<file path="config.mk">
export PLATFORM = sky130hd
export DESIGN_NAME = powerup_controller
export DESIGN_NICKNAME = d
export VERILOG_FILES = /design/src/rtl/powerup_controller.sv
export SDC_FILE = /design/constraint.sdc
export NUM_CORES = 1
export LEC_CHECK = 0
export CORE_MARGIN = 2
export CORE_UTILIZATION = 50
export CTS_BUF_LIST = sky130_fd_sc_hd__clkbuf_8
export DETAILED_ROUTE_END_ITERATION = 8
export PLACE_DENSITY = 0.89
export SLEW_MARGIN = 10
export SYNTH_ARGS = -nofsm -noshare
export SYNTH_HDL_FRONTEND = slang
export SYNTH_SLANG_ARGS = --single-unit
</file>
<file path="constraint.sdc">
create_clock -name clk -period 8 [get_ports clk]
set_input_delay 1.6 -clock clk [delete_from_list [all_inputs] [get_ports clk]]
set_output_delay 1.6 -clock clk [all_outputs]
set_load 0.02 [all_outputs]
</file>
<file path="src/rtl/powerup_controller.sv">
// Power-pack pickup, per-player effect timing and respawn sequencing.
// Optional: define PP_SHIELD_CONSUME_EN to let a consume pulse end a shield early.
module powerup_controller #(
    parameter int         PACK_W          = 20,
    parameter int         PACK_H          = 20,
    parameter int         PUCK_SIZE       = 16,
    parameter logic [7:0] EFFECT_FRAMES   = 8'd180,
    parameter logic [7:0] COOLDOWN_FRAMES = 8'd120
) (
    input  logic        clk,
    input  logic        reset,
    input  logic        frame_tick,
    input  logic [10:0] puck_x,
    input  logic [9:0]  puck_y,
    input  logic        last_hit,
    input  logic [10:0] rx,
    input  logic [9:0]  ry,
    input  logic [1:0]  mode,
    output logic        eaten,
    output logic        spawn,
    output logic [1:0]  fx_shrink,
    output logic [1:0]  fx_boost,
    output logic [1:0]  fx_invert,
    output logic [1:0]  fx_shield,
    output logic [7:0]  frames_left,
    input  logic        consume
);

    typedef enum logic [1:0] {
        ARMED,
        ACTIVE,
        COOLDOWN,
        SPAWN
    } state_t;

    localparam logic [1:0] MODE_SHRINK = 2'b00;
    localparam logic [1:0] MODE_BOOST  = 2'b01;
    localparam logic [1:0] MODE_INVERT = 2'b10;
    localparam logic [1:0] MODE_SHIELD = 2'b11;

    localparam logic [11:0] PW = 12'(PACK_W);
    localparam logic [11:0] PH = 12'(PACK_H);
    localparam logic [11:0] PS = 12'(PUCK_SIZE);

    state_t      state_q;
    state_t      state_n;
    logic [7:0]  timer_q;
    logic [7:0]  timer_n;
    logic [7:0]  cool_q;
    logic [7:0]  cool_n;
    logic [1:0]  mode_q;
    logic [1:0]  mode_n;
    logic        owner_q;
    logic        owner_n;

    logic        eaten_n;
    logic        spawn_n;
    logic [1:0]  shrink_n;
    logic [1:0]  boost_n;
    logic [1:0]  invert_n;
    logic [1:0]  shield_n;
    logic [7:0]  frames_n;

    logic [11:0] px;
    logic [11:0] py;
    logic [11:0] kx;
    logic [11:0] ky;
    logic        overlap;
    logic        shield_end;
    logic        effect_end;
    logic [1:0]  own;
    logic [1:0]  opp;

    // 12-bit sums cannot wrap; strict compares make touching edges a miss
    assign px = {1'b0, puck_x};
    assign py = {2'b00, puck_y};
    assign kx = {1'b0, rx};
    assign ky = {2'b00, ry};

    assign overlap = (px < kx + PW) && (px + PS > kx) &&
                     (py < ky + PH) && (py + PS > ky);

`ifdef PP_SHIELD_CONSUME_EN
    assign shield_end = consume && (mode_q == MODE_SHIELD);
`else
    assign shield_end = consume & 1'b0;
`endif

    assign effect_end = (frame_tick && (timer_q == 8'd1)) || shield_end;

    assign own = owner_q ? 2'b10 : 2'b01;
    assign opp = ~own;

    always_ff @(posedge clk) begin
        if (reset) begin
            state_q     <= ARMED;
            timer_q     <= 8'd0;
            cool_q      <= 8'd0;
            mode_q      <= 2'b00;
            owner_q     <= 1'b0;
            eaten       <= 1'b0;
            spawn       <= 1'b0;
            fx_shrink   <= 2'b00;
            fx_boost    <= 2'b00;
            fx_invert   <= 2'b00;
            fx_shield   <= 2'b00;
            frames_left <= 8'd0;
        end else begin
            state_q     <= state_n;
            timer_q     <= timer_n;
            cool_q      <= cool_n;
            mode_q      <= mode_n;
            owner_q     <= owner_n;
            eaten       <= eaten_n;
            spawn       <= spawn_n;
            fx_shrink   <= shrink_n;
            fx_boost    <= boost_n;
            fx_invert   <= invert_n;
            fx_shield   <= shield_n;
            frames_left <= frames_n;
        end
    end

    always_comb begin
        state_n = state_q;
        timer_n = timer_q;
        cool_n  = cool_q;
        mode_n  = mode_q;
        owner_n = owner_q;
        unique case (state_q)
            ARMED: begin
                if (overlap) begin
                    mode_n  = mode;
                    owner_n = last_hit;
                    timer_n = EFFECT_FRAMES;
                    state_n = ACTIVE;
                end
            end
            ACTIVE: begin
                if (frame_tick) begin
                    timer_n = timer_q - 8'd1;
                end
                if (effect_end) begin
                    timer_n = 8'd0;
                    cool_n  = COOLDOWN_FRAMES;
                    state_n = COOLDOWN;
                end
            end
            COOLDOWN: begin
                if (frame_tick) begin
                    cool_n = cool_q - 8'd1;
                    if (cool_q == 8'd1) begin
                        state_n = SPAWN;
                    end
                end
            end
            SPAWN: begin
                state_n = ARMED;
            end
            default: begin
                state_n = ARMED;
            end
        endcase
    end

    // Outputs are a registered decode of the current state, so fx lags eaten
    always_comb begin
        eaten_n  = (state_q == ARMED) && overlap;
        spawn_n  = (state_q == SPAWN);
        shrink_n = 2'b00;
        boost_n  = 2'b00;
        invert_n = 2'b00;
        shield_n = 2'b00;
        frames_n = 8'd0;
        if (state_q == ACTIVE) begin
            frames_n = timer_q;
            unique case (1'b1)
                (mode_q == MODE_SHRINK): shrink_n = opp;
                (mode_q == MODE_BOOST):  boost_n  = own;
                (mode_q == MODE_INVERT): invert_n = opp;
                (mode_q == MODE_SHIELD): shield_n = own;
                default:                 shrink_n = 2'b00;
            endcase
        end
    end

endmodule

</file>
==> metrics.txt, run 1 <==
run status=completed; H-tree depth=2; Clock Skews=4.57 ps; leakage power=1.65 nW; Pwr Total=0.717 mW; Slew @ Worst Pin=890 ps; type of the worst min-delay path=reg2reg; Main synth FF type=dfxtp_1; Yosys top cell area share=25.4%; Post-Syn Instances=365; clock sinks=39; proportion of layout cells with a drive suffix above 1=3.94%; vias in the first global route=2,832; Max Freq=214 MHz; reg-to-reg slack, setup=5690 ps; Num CTS Buffers=5; Worst Setup SP=puck_x[4]; worst reg2reg path depth=8; Max clock buf depth=2; diode count=0; Yosys top cell by area=dfxtp_1; via count=2,851; r2r endpoint=cool_q[7]; Die Y=82.3 um; Cell Chain, Critical Path=clkdlybuf4s50_1 > ha_1 > nand3_1 > or2_2 > xnor2_1 > ha_1 > nand3_1 > or3_1 > nor2_1 > a211oi_4 > a41oi_2 > o31ai_1 > a21oi_1; Setup WS pre-CTS=3040 ps; synth cell count leaders=ha_1 (51), dfxtp_1 (39), inv_1 (35); syn_area_per_cell=8.41 um2; max_slew headroom=40.5%; DR iter-0 viols=201; Setup TNS=0 ps; Starting Density=51.8%; global-route wire length before repair=11.5 mm; Total Wirelength=6.70 mm; period utilization=58.5%; Worst IR Drop VDD=156 uV; number of max-cap violations=0; worst stage delay on the critical path=570 ps; Worst-Skew Late Latency=290 ps; sequential share of the synthesized area=25.4%; Yosys reg bits=39; WP data required=8200 ps; slowest CP cell=clkdlybuf4s50_1; Syn Nets=465; Min Clock Period, post-route=4680 ps; Cell variety after synth=49; Layout Nets=531; # resized after CTS=0; Startpoint Class=input pin; DRC Markers=0; Final GP Congestion=0.902; Yosys warning count=0; Synth area leaders=dfxtp_1 (25%), ha_1 (21%), xnor2_1 (5.7%); total grt overflow=0; I/O pin total=67; Critical Path End Type=flop; TritonCTS clock tree=done; Setup Viol. Count Final=0; Die W=82.3 um; gr usage total=21.2%; unrepaired setup endpoints after global routing=no; Critical Path End=timer_q[4]; most numerous cell in the Yosys netlist=ha_1; Crit Path Category=in2reg; DR vias/cell=5.62; Area Overhead vs Synth=27.7%; synthesized area=3070 um2; initial antenna violation count=0; core area=5920 um2; final hold vios=0; Worst Path Arrival=4880 ps; Root Driver=clkbuf_8; DR WL/cell=13.2 um; # hold bufs at CTS=0; dpl hpwl=5.49 mm; setup bufs post-CTS=0; Routed Antenna Nets=0; setup ws final=3320 ps; crit path max fanout=11; PD cells=183 nW/um2; Crit Reg-Reg Startpoint=state_q[1]; Clk pin slew, worst setup/hold paths=70 ps; number of flops mapped to enable cells by yosys=0; Max Slew Vio Count=0; smallest hold slack=497 ps; drt pass-1 iters=4; port bufs=65; Synth async-reset ratio=0%; num rows=28; pin count of the biggest net entering global routing=25; die area=6780 um2
layout by cell type (no fill, tap or decap), types with 2 or more instances in the layout:
cell,instances
a211o_1,2
a211oi_1,4
a21o_1,3
a21oi_1,29
a31oi_1,2
and2_1,6
and3_1,6
and4_1,3
bufinv_16,2
clkbuf_8,5
clkdlybuf4s50_1,65
dfxtp_1,39
ha_1,51
inv_1,35
nand2_1,16
nand2b_1,4
nand3_1,15
nand3b_1,2
nand4_1,13
nor2_1,19
nor2b_1,10
nor3_1,14
nor3b_1,2
nor4_1,6
o2111ai_1,4
o211ai_1,5
o21a_1,2
o21ai_0,7
o21ai_1,8
o31ai_1,6
o41ai_2,2
xnor2_1,20
xor2_1,8
state kept, by name (all words and copies together), names as in the netlist, 2 cells and up:
register / cells
cool_q: 8
frames_left: 8
timer_q: 8
fx_boost: 2
fx_invert: 2
fx_shield: 2
fx_shrink: 2
mode_q: 2
state_q: 2
cell type report:
class                      count  area [um2]
clock buffer                   5        68.8
inverter                      36         135
multi-input combinational    284        2120
tap                           75        93.8
timing repair buffer          65         651
clock inverter                 3        67.6
sequential                    39         781
fill                         498        2000
report_power, final:
part | switching (mW) | internal (mW)
logic | 0.166 | 0.119
registers | 0.0226 | 0.215
clock network | 0.0693 | 0.124
total | 0.258 | 0.459
metrics by stage:
stage	instance area, um2	utilization, %	cells
2_1_floorplan	3070	-	365
3_3_place_gp	3780	63.9	499
3_5_place_dp	3780	63.9	499
4_1_cts	3920	66.2	507
5_1_grt	3920	66.2	507
6_report	3920	66.2	507
layer usage:
metal / GRT usage [%] / part of all wire, %
met3: 4.13 / 4.1
met4: 6.50 / 1.4
met1: 23.6 / 43
met2: 40.2 / 51
met5: 0 / 0
cell families after synthesis:
| family | after synthesis | synth area share, % |
|---|---|---|
| simple gates | 123 | 22.1 |
| compound gates | 82 | 18.3 |
| fa+ha+maj | 51 | 20.8 |
| buf+inv | 42 | 5.42 |
| flops | 39 | 25.4 |
| xor+xnor | 28 | 7.99 |
worst min path at each step:
stage	from	to	slack (ps)	cells after the start
2_1_floorplan	timer_q[6]	frames_left[6]	450	1
3_3_place_gp	timer_q[6]	frames_left[6]	470	1
3_5_place_dp	timer_q[6]	frames_left[6]	490	1
4_1_cts	timer_q[6]	frames_left[6]	500	1
5_1_grt	timer_q[6]	frames_left[6]	520	1
6_report	timer_q[6]	timer_q[6]	500	2
critical path: cells and delay by family:
kind	cells	cell delay, ps
compound gates	4	910
xor+xnor	1	130
fa+ha+maj	2	510
buf+inv	1	570
simple gates	5	1140
Power figures use the tool's default switching activity.
==> inputs of run 2 (changes only) <==
Settings changed: CORE_UTILIZATION 50 to 48.
Clock period 8 ns to 4 ns, I/O delays scaled along.
==> metrics.txt, run 2 (synthesis gave the netlist of run 1 again) <==
unrepaired setup endpoints after global routing=no (unchanged); Crit Path Category=in2reg (unchanged); multi-input logic area=2120 um2 (unchanged); Num CTS Buffers=5 (unchanged); number of max-cap violations=0 (unchanged); dpl hpwl=5.71 mm (was 5.49 mm); DRC Markers=0 (unchanged); Total Wirelength=6.95 mm (was 6.70 mm); TritonCTS clock tree=done (unchanged); commonest non-fill, non-tap cells in the layout=clkdlybuf4s50_1 (65), ha_1 (51), dfxtp_1 (39) (unchanged); Root Driver=clkbuf_8 (unchanged); run status=completed (unchanged); Crit path buffers/inverters=3 (was 1); Crit Reg-Reg Startpoint=state_q[1] (unchanged); Die Y=84.0 um (was 82.3 um); gr usage total=20.4% (was 21.2%); worst stage delay on the critical path=580 ps (was 570 ps); I/O pin total=67 (unchanged); Setup TNS=0 ps (unchanged); DR WL/cell=13.3 um (was 13.2 um); Min Clock Period, post-route=3700 ps; commonest non-fill, non-tap cell in the layout=clkdlybuf4s50_1 (unchanged); pin count of the biggest net entering global routing=25 (unchanged); Startpoint Class=input pin (unchanged); Worst Path Arrival=3840 ps (was 4880 ps); Max clock buf depth=2 (unchanged); diode count=0 (unchanged); Worst IR Drop VDD=310 uV (was 156 uV); period utilization=92.5%; Setup Viol. Count Final=0 (unchanged); Slew @ Worst Pin=880 ps (was 890 ps); Max Slew Vio Count=0 (unchanged); Worst Setup SP=rx[2] (was puck_x[4]); via count=2,932 (was 2,851); post-route cell area=4010 um2 (was 3920 um2); port bufs=65 (unchanged); register area=781 um2 (unchanged); num rows=29 (was 28); Starting Density=48.9% (was 51.8%); Max Freq=270 MHz; Top delay family on crit path=compound AO/OA/AOI/OAI gates (was simple AND/OR/NAND/NOR gates); Critical Path End Type=flop (unchanged); Clk pin slew, worst setup/hold paths=70 ps (about the same); Area Overhead vs Synth=30.5% (was 27.7%); vias in the first global route=2,873 (was 2,832); # hold bufs at CTS=0 (unchanged); HP Start=cool_q[0] (was timer_q[6]); setup bufs post-CTS=0 (unchanged); Pwr Total=1.42 mW (was 0.717 mW); proportion of layout cells with a drive suffix above 1=6.53% (was 3.94%); Layout Nets=543 (was 531); Final Util=63.8% (was 66.2%); initial antenna violation count=0 (unchanged); drt pass-1 iters=4 (unchanged); Clock Skews=3.45 ps (was 4.57 ps); total grt overflow=0 (unchanged); biggest regs=cool_q (8), frames_left (8), timer_q (8) (unchanged); Filler cells=538 (was 498); final hold vios=0 (unchanged); Placed Area=3890 um2 (was 3780 um2); DR iter-0 viols=124 (was 201); DR vias/cell=5.63 (was 5.62); Cell Chain, Critical Path=clkdlybuf4s50_1 > buf_4 > a21oi_1 > nor3_1 > xnor2_1 > ha_1 > nand4_1 > a21oi_1 > o311ai_1 > a41oi_2 > buf_12 > o31ai_1 > a21oi_1 (was clkdlybuf4s50_1 > ha_1 > nand3_1 > or2_2 > xnor2_1 > ha_1 > nand3_1 > or3_1 > nor2_1 > a211oi_4 > a41oi_2 > o31ai_1 > a21oi_1); PD cells=354 nW/um2 (was 183 nW/um2); type of the worst min-delay path=reg2reg (unchanged); most used cell, CP=a21oi_1; Routed Antenna Nets=0 (unchanged); # resized after CTS=0 (unchanged); max_slew headroom=41.2% (was 40.5%); Final GP Congestion=0.945 (was 0.902); slowest CP cell=o311ai_1 (was clkdlybuf4s50_1); core area=6280 um2 (was 5920 um2); clock sinks=39 (unchanged); Die W=84.0 um (was 82.3 um); die area=7050 um2 (was 6780 um2); Worst-Skew Late Latency=290 ps (about the same); global-route wire length before repair=12.2 mm (was 11.5 mm); leakage power=1.71 nW (was 1.65 nW); H-tree depth=2 (unchanged); crit path max fanout=11 (unchanged); WP data required=4140 ps (was 8200 ps); smallest hold slack=498 ps (was 497 ps)
## run 2: cell types whose count changed in the layout (fill, tap and decap cells not counted)
cell,before,now
buf_12,0,1
buf_4,0,11
bufinv_16,2,1
clkinvlp_4,1,0
clkinv_2,0,1
clkbuf_8,5,6
## run 2: final timing paths
| kind | to | slack, ps | cells after the start |
|---|---|---|---|
| worst max register to register | cool_q[7] | 1720 | 8 |
| worst max-delay path | timer_q[4] | 300 | 13 |
| worst min register to register | cool_q[0] | 500 | 2 |
| worst min-delay path | cool_q[0] | 500 | 2 |
## run 2: power breakdown
part	leakage (nW)	total, mW	internal [mW]	switching, mW
Clock	0.0612	0.334	0.202	0.132
Sequential	0.315	0.478	0.431	0.0472
Combinational	1.33	0.606	0.265	0.341
## run 2: layout make-up
type,count,area share [%]
multi-input cells,284,53.0
flip-flops and latches,39,19.5
repair buffers,77,18.8
inverters,36,3.37
well taps,77,2.41
clock buffers,6,2.06
clock inverters,2,0.875
## run 2: stage by stage
stage,cells,worst slack [ps]
2_1_floorplan,365,862
3_3_place_gp,513,138
3_5_place_dp,513,41.0
4_1_cts,521,348
5_1_grt,521,46.1
6_report,521,302
## run 2: per-layer routing
layer	wire (um)	GRT usage, %	vias up	part of all wire (%)
met2	3530	37.7	102	51
met3	323	2.67	16	4.6
met1	2960	24.0	1335	43
met4	132	7.04	0	1.9
li1	-	-	1479	-
met5	0	0	-	0
## run 2: worst register-to-register path: cells and delay by family, from the launching register on
| kind | cells | cell delay [ps] |
|---|---|---|
| xor+xnor | 1 | 160 |
| fa+ha+maj | 1 | 420 |
| simple gates | 4 | 1010 |
| compound gates | 1 | 160 |
| flops | 1 | 330 |
| buf+inv | 1 | 120 |
